<file path="src/rtl/pix_sdram_writer_pkg.sv">
// -----------------------------------------------------------------------------
// pix_sdram_writer_pkg
// Shared definitions for the pixel-to-SDRAM frame writer and the SDRAM
// controller top: bus widths and the writer state encoding.
// -----------------------------------------------------------------------------
package pix_sdram_writer_pkg;

    localparam int SdramAddrWidth  = 23;   // SDRAM word-address width
    localparam int SdramDataWidth  = 16;   // SDRAM word width
    localparam int SdramPixelWidth = 12;   // pixel width from the pixel FIFO

    typedef enum logic [1:0] {
        ST_IDLE  = 2'd0,
        ST_WRITE = 2'd1,
        ST_DRAIN = 2'd2
    } wr_state_e;

endpackage : pix_sdram_writer_pkg

</file>
<file path="src/rtl/pix_sdram_writer_if.sv">
// -----------------------------------------------------------------------------
// pix_sdram_writer_if
// Bundles the pixel-FIFO read side and the SDRAM command side seen by the
// frame writer.
//   fifo_q / fifo_qValid / fifo_qout           : FIFO head, valid, pop request
//   cmdReady / cmdTrigger / cmdAddr /
//   cmdWrite / cmdWriteData                     : SDRAM command handshake
// master = frame writer, slave = FIFO + SDRAM controller side.
// -----------------------------------------------------------------------------
interface pix_sdram_writer_if
    import pix_sdram_writer_pkg::*;
#(
    parameter int AddrWidth  = SdramAddrWidth,
    parameter int DataWidth  = SdramDataWidth,
    parameter int PixelWidth = SdramPixelWidth
);

    logic [PixelWidth-1:0] fifo_q;
    logic                  fifo_qValid;
    logic                  fifo_qout;
    logic                  cmdReady;
    logic                  cmdTrigger;
    logic [AddrWidth-1:0]  cmdAddr;
    logic                  cmdWrite;
    logic [DataWidth-1:0]  cmdWriteData;

    modport master (
        input  fifo_q,
        input  fifo_qValid,
        input  cmdReady,
        output fifo_qout,
        output cmdTrigger,
        output cmdAddr,
        output cmdWrite,
        output cmdWriteData
    );

    modport slave (
        output fifo_q,
        output fifo_qValid,
        output cmdReady,
        input  fifo_qout,
        input  cmdTrigger,
        input  cmdAddr,
        input  cmdWrite,
        input  cmdWriteData
    );

endinterface : pix_sdram_writer_if

</file>
<file path="src/rtl/pix_sdram_writer.sv">
// -----------------------------------------------------------------------------
// pix_sdram_writer
// Moves one frame of PixelCount pixels from the pixel FIFO into SDRAM as
// single-word writes at BaseAddr, BaseAddr+1, ... One pixel is popped into a
// holding register per cycle while the controller keeps accepting, giving one
// word per cycle back-to-back.
//
// Ports
//   clk    : SDRAM controller clock
//   rst_   : asynchronous active-low reset
//   start  : one-cycle pulse arming one frame (ignored while busy)
//   bus    : master side of pix_sdram_writer_if (FIFO pop + SDRAM command)
//   busy   : frame in progress (Write or Drain)
//   done   : one-cycle pulse after the last word of the frame is accepted
//
// state    | meaning
// ---------+--------------------------------------------------------------
// ST_IDLE  | waiting for start, FIFO untouched
// ST_WRITE | popping pixels and issuing writes
// ST_DRAIN | all pixels popped, waiting for the last write to be accepted
// -----------------------------------------------------------------------------
module pix_sdram_writer
    import pix_sdram_writer_pkg::*;
#(
    parameter int AddrWidth  = SdramAddrWidth,
    parameter int DataWidth  = SdramDataWidth,
    parameter int PixelWidth = SdramPixelWidth,
    parameter int PixelCount = 2985984,
    parameter int BaseAddr   = 0
) (
    input  logic                      clk,
    input  logic                      rst_,
    input  logic                      start,
    pix_sdram_writer_if.master        bus,
    output logic                      busy,
    output logic                      done
);

    localparam int                    CntWidth   = $clog2(PixelCount + 1);
    localparam logic [CntWidth-1:0]   CntFull    = CntWidth'(PixelCount);
    localparam logic [CntWidth-1:0]   CntLast    = CntWidth'(PixelCount - 1);
    localparam logic [AddrWidth-1:0]  FirstAddr  = AddrWidth'(BaseAddr);

    // A frame must fit below 2^AddrWidth so the address can never wrap.
    if ((longint'(BaseAddr) + longint'(PixelCount)) > (longint'(1) << AddrWidth)) begin : g_addr_range_err
        $error("pix_sdram_writer: BaseAddr+PixelCount exceeds the address space");
    end
    if (DataWidth < PixelWidth) begin : g_width_err
        $error("pix_sdram_writer: DataWidth narrower than PixelWidth");
    end

    wr_state_e              r_state;
    wr_state_e              w_next_state;
    logic [CntWidth-1:0]    r_popped;
    logic [AddrWidth-1:0]   r_cmd_addr;
    logic [DataWidth-1:0]   r_cmd_data;
    logic                   r_cmd_trig;
    logic                   r_done;
    logic                   w_accept;
    logic                   w_pop;
    logic                   w_busy;
    logic                   w_done_set;

    assign w_accept = r_cmd_trig & bus.cmdReady;

    always_ff @(posedge clk or negedge rst_) begin
        if (!rst_) begin
            r_state <= ST_IDLE;
        end else begin
            r_state <= w_next_state;
        end
    end

    always_comb begin
        w_next_state = r_state;
        w_pop        = 1'b0;
        w_busy       = 1'b0;
        w_done_set   = 1'b0;
        case (r_state)
            ST_IDLE: begin
                if (start) begin
                    w_next_state = ST_WRITE;
                end
            end
            ST_WRITE: begin
                w_busy = 1'b1;
                // Pop only when the holding register is free or is being
                // emptied on this same edge.
                w_pop  = bus.fifo_qValid && (!r_cmd_trig || bus.cmdReady) &&
                         (r_popped < CntFull);
                if (w_pop && (r_popped == CntLast)) begin
                    w_next_state = ST_DRAIN;
                end
            end
            ST_DRAIN: begin
                w_busy = 1'b1;
                if (w_accept) begin
                    w_next_state = ST_IDLE;
                    w_done_set   = 1'b1;
                end
            end
            default: begin
                w_next_state = ST_IDLE;
            end
        endcase
    end

    always_ff @(posedge clk or negedge rst_) begin
        if (!rst_) begin
            r_popped   <= '0;
            r_cmd_addr <= '0;
            r_cmd_data <= '0;
            r_cmd_trig <= 1'b0;
            r_done     <= 1'b0;
        end else begin
            r_done <= w_done_set;
            if (r_state == ST_IDLE) begin
                if (start) begin
                    r_popped   <= '0;
                    r_cmd_addr <= FirstAddr;
                end
            end else begin
                // The word accepted in Drain is the last one, so the address
                // stops at BaseAddr+PixelCount-1.
                if (w_accept && (r_state == ST_WRITE)) begin
                    r_cmd_addr <= r_cmd_addr + 1'b1;
                end
                if (w_pop) begin
                    r_cmd_data <= DataWidth'(bus.fifo_q);
                    r_cmd_trig <= 1'b1;
                    r_popped   <= r_popped + 1'b1;
                end else if (w_accept) begin
                    r_cmd_trig <= 1'b0;
                end
            end
        end
    end

    assign bus.fifo_qout    = w_pop;
    assign bus.cmdTrigger   = r_cmd_trig;
    assign bus.cmdAddr      = r_cmd_addr;
    assign bus.cmdWrite     = 1'b1;
    assign bus.cmdWriteData = r_cmd_data;
    assign busy             = w_busy;
    assign done             = r_done;

endmodule : pix_sdram_writer

</file>
<file path="src/flat_wrapper.sv">
// flat-port wrapper written by rule: the top's interface ports become plain ports
module pix_sdram_writer_flat import pix_sdram_writer_pkg::*;
#(
    parameter int AddrWidth  = SdramAddrWidth,
    parameter int DataWidth  = SdramDataWidth,
    parameter int PixelWidth = SdramPixelWidth,
    parameter int PixelCount = 2985984,
    parameter int BaseAddr   = 0
)
  (clk, rst_, start, busy, done, bus_fifo_q, bus_fifo_qValid, bus_cmdReady, bus_fifo_qout, bus_cmdTrigger, bus_cmdAddr, bus_cmdWrite, bus_cmdWriteData);
  pix_sdram_writer_if #(.AddrWidth(AddrWidth), .DataWidth(DataWidth), .PixelWidth(PixelWidth)) bus_i ();
  input  logic clk;
  input  logic rst_;
  input  logic start;
  output logic busy;
  output logic done;
  input wire logic [$bits(bus_i.fifo_q)-1:0] bus_fifo_q;
  input wire logic [$bits(bus_i.fifo_qValid)-1:0] bus_fifo_qValid;
  input wire logic [$bits(bus_i.cmdReady)-1:0] bus_cmdReady;
  output wire logic [$bits(bus_i.fifo_qout)-1:0] bus_fifo_qout;
  output wire logic [$bits(bus_i.cmdTrigger)-1:0] bus_cmdTrigger;
  output wire logic [$bits(bus_i.cmdAddr)-1:0] bus_cmdAddr;
  output wire logic [$bits(bus_i.cmdWrite)-1:0] bus_cmdWrite;
  output wire logic [$bits(bus_i.cmdWriteData)-1:0] bus_cmdWriteData;
  assign bus_i.fifo_q = bus_fifo_q;
  assign bus_i.fifo_qValid = bus_fifo_qValid;
  assign bus_i.cmdReady = bus_cmdReady;
  assign bus_fifo_qout = bus_i.fifo_qout;
  assign bus_cmdTrigger = bus_i.cmdTrigger;
  assign bus_cmdAddr = bus_i.cmdAddr;
  assign bus_cmdWrite = bus_i.cmdWrite;
  assign bus_cmdWriteData = bus_i.cmdWriteData;
  pix_sdram_writer #(.AddrWidth(AddrWidth), .DataWidth(DataWidth), .PixelWidth(PixelWidth), .PixelCount(PixelCount), .BaseAddr(BaseAddr)) u_core (.clk(clk), .rst_(rst_), .start(start), .bus(bus_i), .busy(busy), .done(done));
endmodule
</file>
<file path="config.mk">
export PLATFORM = sky130hd
export DESIGN_NAME = pix_sdram_writer_flat
export DESIGN_NICKNAME = d
export VERILOG_FILES = /design/src/rtl/pix_sdram_writer_pkg.sv /design/src/rtl/pix_sdram_writer_if.sv /design/src/rtl/pix_sdram_writer.sv /design/src/flat_wrapper.sv
export SDC_FILE = /design/constraint.sdc
export NUM_CORES = 1
export LEC_CHECK = 0
export CAP_MARGIN = 10
export CORE_UTILIZATION = 56
export CTS_CLUSTER_SIZE = 25
export DETAILED_ROUTE_END_ITERATION = 7
export PLACE_DENSITY = 0.9
export SETUP_SLACK_MARGIN = 0.2
export SYNTH_ARGS = -nofsm -noshare
export SYNTH_HDL_FRONTEND = slang
export SYNTH_SLANG_ARGS = --single-unit
</file>
<file path="constraint.sdc">
create_clock -name clk -period 5.83 [get_ports clk]
set_input_delay 1.4575 -clock clk [delete_from_list [all_inputs] [get_ports clk]]
set_output_delay 1.4575 -clock clk [all_outputs]
set_load 0.01 [all_outputs]
</file>
==> reports/qor.txt, run 1 <==
drt total wl - 6780 um
global-route congestion overflow total - 0
post-synthesis cell type count - 51
Min-Delay Path Depth - 2
first-pass GRT wire length - 11800 um
# IOs - 61
clk root buf - clkbuf_8
cell mode on critical path - clkdlybuf4s50_1
CP endpoint kind - output port
hpwl dp - 4660 um
Routed wire per std cell - 14.5 um
VDD IR-drop max - 0.000233 V
Slew Viols, Final - 0
post_cts resized - 0
nets@finish - 417
DRC Markers - 0
Yosys top cell by area - dfrtp_1
height of the die - 76.6 um
Slew headroom - 46.6%
core footprint - 0.00524 sq mm
DR iter-0 viols - 164
worst min-delay path class - reg -> reg
EDFF count, synth - 0
reg2reg end - u_core.bus.cmdAddr[17]
DR pass1 iterations - 4
Critical Path AT - 3.06 ns
routed vias - 2731
depth of the worst register-to-register path - 7
CTS tree - done
Worst Setup SP - bus_cmdReady
Max Cap Viol - 0
most common cell in the synthesized netlist - nand2_1
Synth area leaders - dfrtp_1 49%, nand2_1 9.7%, mux2i_1 5.1%
layout cells sized above 1 - 5.53%
end of the worst hold path - u_core.bus.cmdWriteData[9]
post-synthesis sequential area ratio - 48.9%
clock skew - 0.00872 ns
# rows - 26
Area Growth Syn to Fin - 23.3%
Yosys warning total - 0
die area - 0.00587 sq mm
Post-Synthesis Cell Area - 0.00312 sq mm
clock sinks - 61
initial antenna violation count - 0
Final Wtd Congestion - 0.869
largest net degree at the start of global routing - 62
ordered list of cells on the worst path - clkdlybuf4s50_1 -> nand2b_1 -> nand3_1 -> nor2_1 -> clkdlybuf4s50_1
unrepaired setup endpoints after global routing - no
Clock Latency Late Sink - 0.33 ns
Synth Instances - 340
FMAX - 221 MHz
Synth top cells by count - 81 x nand2_1, 61 x dfrtp_1, 22 x nand3_1
Synth Register Bits - 61
Final setup viols - 0
H-tree levels - 3
GRT Total Usage - 25.3%
Slowest cell on crit path - clkdlybuf4s50_1
Post-Syn Area per Cell - 9.18 sq um
vias in the first global route - 2655
# hold bufs at CTS - 0
CP max FO - 5
DR vias/cell - 5.84
Initial Utilization - 59.6%
setup TNS - 0 ns
Tcrit/Tclk final - 77.5%
Worst-Margin Slew - 0.796 ns
Crit Path Category - in -> out
Setup Fix Bufs, Post-CTS - 0
input/output buffers - 55
Leak - 0.00182 uW
clk slew on worst S/H paths - 0.07 ns
n_diodes - 0
Async SR Flop Fraction - 100%
main flop type after synthesis - dfrtp_1
Max Root-Sink Buffers - 2
Worst Path Required - 4.37 ns
Final Util - 73.5%
startpoint types - input port
HP Start - u_core.bus.cmdWriteData[9]
status - complete, no violations
Routed Antenna Nets - 0
Hold Violations, Final - 0
die width - 76.6 um
Reg2Reg Launch Point - u_core.r_state[0]
Pwr Density - 301 mW/mm^2
CTS Buf Count - 9
top-area cell type share of the netlist area - 48.9%
FF-to-FF setup slack - 3.13 ns
min Tclk post-route - 4.52 ns
CP max stage delay - 0.56 ns
kinds of logic (layout without fill, tap and decap cells):
group,Yosys count,count (layout),share of synthesized area [%]
AO/OA/AOI/OAI,49,49,10.5
XOR/XNOR,8,8,2.25
adder cells (fa/ha/maj),5,5,2.00
buffers and inverters,23,78,3.45
flip-flops,61,61,48.9
multiplexers,16,16,5.13
other,2,5,0.241
AND/OR/NAND/NOR,176,176,27.5
power by group:
group / internal (uW) / switching (uW)
combinational: 152 / 190
clock: 147 / 154
sequential: 477 / 36.9
worst max-delay path, delay by kind of cell:
family	cells	cell delay, ns
buf+inv	2	1.09
simple gates	3	0.53
area by class of cell:
cell class                 instances  area, sq um
clock inverter                     3         15.0
multi-input combinational        259         1500
inverter                           6         22.5
tap                               70         87.6
clock buffer                      11          131
fill                             380         1390
timing repair buffer              58          568
sequential                        61         1530
cell usage in the layout (no fill, tap or decap), drive strengths merged, types with 2 or more instances in the layout:
cell,count
mux2i,16
xor2,4
nor2b,2
nor4,3
buf,4
clkinv,3
nand4,12
a22o,2
and2,2
nor3,6
clkdlybuf4s50,54
a21oi,4
and3,11
xnor2,4
o311ai,2
ha,5
inv,6
nor2,20
or4,2
o31ai,4
conb,5
nand2b,4
a31oi,5
and4,6
clkbuf,11
nand3,23
o21ai,17
dfrtp,61
nand4b,3
o41ai,3
nand2,81
how the worst max path moves through the flow:
stage                    endpoint  cells after the start  slack [ns]
floorplan           bus_fifo_qout                      3        2.43
global placement    bus_fifo_qout                      5        1.37
detailed placement  bus_fifo_qout                      5        1.31
CTS                 bus_fifo_qout                      5        1.31
global route        bus_fifo_qout                      5        1.21
finish              bus_fifo_qout                      5        1.31
routing by layer:
| metal | share of wire, % | vias up | track usage (%) |
|---|---|---|---|
| li1 | - | 1307 | - |
| met1 | 42 | 1312 | 30.0 |
| met2 | 50 | 99 | 43.5 |
| met3 | 5.9 | 13 | 6.11 |
| met4 | 2.0 | 0 | 11.2 |
| met5 | 0 | - | 0 |
through the flow:
step           setup slack [ns]  hold slack, ns  power [uW]  cells  area [sq um]
2_1_floorplan              2.43           0.461         699    343          3130
3_3_place_gp               1.37           0.457         850    454          3700
3_5_place_dp               1.31           0.462         863    454          3700
4_1_cts                    1.31           0.479        1160    468          3850
5_1_grt                    1.21           0.498        1220    468          3850
6_report                   1.31           0.473        1160    468          3850
state kept, by name, indices dropped and copies added (netlist names):
| name | cells |
|---|---|
| u_core.bus.cmdAddr | 23 |
| u_core.bus.cmdWriteData | 12 |
| u_core.bus.cmdTrigger | 1 |
| u_core.r_state | 2 |
| u_core.done | 1 |
| u_core.r_popped | 22 |
(Power assumes the default switching activity.)
==> inputs of run 2 (changes only) <==
--- a/config.mk
+++ b/config.mk
@@ -6,10 +6,10 @@
 export NUM_CORES = 1
 export LEC_CHECK = 0
 export CAP_MARGIN = 10
-export CORE_UTILIZATION = 56
+export CORE_UTILIZATION = 52
 export CTS_CLUSTER_SIZE = 25
 export DETAILED_ROUTE_END_ITERATION = 7
-export PLACE_DENSITY = 0.9
+export PLACE_DENSITY = 0.85
 export SETUP_SLACK_MARGIN = 0.2
 export SYNTH_ARGS = -nofsm -noshare
 export SYNTH_HDL_FRONTEND = slang
==> constraint.sdc (replaced) <==
create_clock -name clk -period 4.6 [get_ports clk]
set_input_delay 1.15 -clock clk [delete_from_list [all_inputs] [get_ports clk]]
set_output_delay 1.15 -clock clk [all_outputs]
set_load 0.01 [all_outputs]
==> reports/qor.txt, run 2 (synthesis results as in run 1) <==
status - complete, no violations
Design Area, Final - 0.00392 sq mm
FF-to-FF setup slack - 1.94 ns
Area Growth Syn to Fin - 25.5%
end of the worst hold path - u_core.bus.cmdWriteData[11]
Min-Delay Path Depth - 2
Place WS - 0.720 ns
HP Start - u_core.bus.cmdWriteData[11]
Initial Utilization - 55.3%
DR pass1 iterations - 4
depth of the worst register-to-register path - 7
Routed Antenna Nets - 0
final setup margin - 0.722 ns
post_cts resized - 0
Sw Pwr - 495 uW
Worst Path Required - 3.45 ns
reg2reg end - u_core.bus.cmdAddr[16]
Critical Path AT - 2.73 ns
VDD IR-drop max - 0.000310 V
core footprint - 0.00564 sq mm
worst min-delay path class - reg -> reg
Clk pwr share - 31.7%
Leak - 0.00185 uW
DR iter-0 viols - 196
unrepaired setup endpoints after global routing - no
Hold Violations, Final - 0
clk slew on worst S/H paths - 0.06 ns
Crit Path Category - in -> out
# fillers - 444
dpl cell area - 0.00370 sq mm
max reg flops - 23
Setup Fix Bufs, Post-CTS - 0
CP endpoint kind - output port
Max Root-Sink Buffers - 2
global-route congestion overflow total - 0
drt total wl - 6890 um
FMAX - 258 MHz
# hold bufs at CTS - 0
placed cell count - 456
DR vias/cell - 5.74
most frequent cells in the layout - 81 x nand2_1, 61 x dfrtp_1, 54 x clkdlybuf4s50_1
hpwl dp - 4780 um
Seq pwr share - 41.2%
Reg2Reg Launch Point - u_core.r_state[0]
height of the die - 79.5 um
Worst Setup SP - bus_cmdReady
startpoint types - input port
min Tclk post-route - 3.88 ns
input/output buffers - 55
Slew Viols, Final - 0
Tcrit/Tclk final - 84.3%
Pwr Density - 405 mW/mm^2
n_diodes - 0
vias in the first global route - 2639
die area - 0.00631 sq mm
Pint - 1090 uW
clock skew - 0.0105 ns
Clock Latency Late Sink - 0.34 ns
layout cells sized above 1 - 6.25%
Tot Pwr - 1590 uW
Gate power share - 27.1%
nets@finish - 417
CP max FO - 5
first-pass GRT wire length - 11800 um
H-tree levels - 3
Max Cap Viol - 0
CTS tree - done
setup TNS - 0 ns
largest net degree at the start of global routing - 38
GRT Total Usage - 24.4%
Routed wire per std cell - 14.6 um
clk root buf - clkbuf_8
Net Sw Frac - 31.2%
CTS Buf Count - 9
DRC Markers - 0
# rows - 27
clock sinks - 61
Final setup viols - 0
# IOs - 61
commonest non-fill, non-tap cell in the layout - nand2_1
Slew headroom - 42.6%
Multi-input gate area - 0.00150 sq mm
routed vias - 2711
initial antenna violation count - 0
Worst-Margin Slew - 0.854 ns
die width - 79.5 um
post-route insts no fill - 472
Final Wtd Congestion - 0.873
FF+latch area - 0.00153 sq mm
## run 2: changes by cell type in the layout (fill, tap and decap cells not counted), sizes merged
cell,previous run,this run
clkinvlp,0,1
clkinv,3,1
bufinv,0,1
clkbuf,11,13
## run 2: worst max path at each step
stage	end	slack, ns
after floorplan	bus_fifo_qout	1.82
after global placement	bus_fifo_qout	0.75
after detailed placement	bus_fifo_qout	0.72
after CTS	bus_fifo_qout	0.72
after global routing	bus_fifo_qout	0.62
final	bus_fifo_qout	0.72
## run 2: final cells by class
| type | count | area share, % |
|---|---|---|
| Tap cell | 72 | 2.30 |
| Timing Repair Buffer | 58 | 14.5 |
| Sequential cell | 61 | 39.0 |
| Inverter | 6 | 0.575 |
| Clock inverter | 3 | 1.09 |
| Clock buffer | 13 | 4.31 |
| Multi-Input combinational cell | 259 | 38.2 |
## run 2: per-stage QoR
stage,utilization [%],hold slack [ns]
CTS,69.4,0.485
global route,69.4,0.501
finish,69.4,0.481
floorplan,-,0.461
detailed placement,65.7,0.468
global placement,65.7,0.457
## run 2: critical path, stage by stage
cell	delay (ns)
clkdlybuf4s50_1	0.53
nand2b_1	0.18
nand3_1	0.14
nor2_1	0.18
clkdlybuf4s50_1	0.55
## run 2: power groups by stage
stage | clock [uW] | sequential [uW] | combinational, uW
after global routing | 540 | 661 | 479
after global placement | 0 | 657 | 421
after floorplan | 0 | 681 | 204
after detailed placement | 0 | 662 | 429
final | 503 | 653 | 430
after CTS | 510 | 653 | 434
## run 2: routing by layer
layer	track usage (%)	part of all wire, %
met1	29.2	44
met2	40.2	50
met3	5.14	4.6
met4	14.4	1.5
met5	0	0
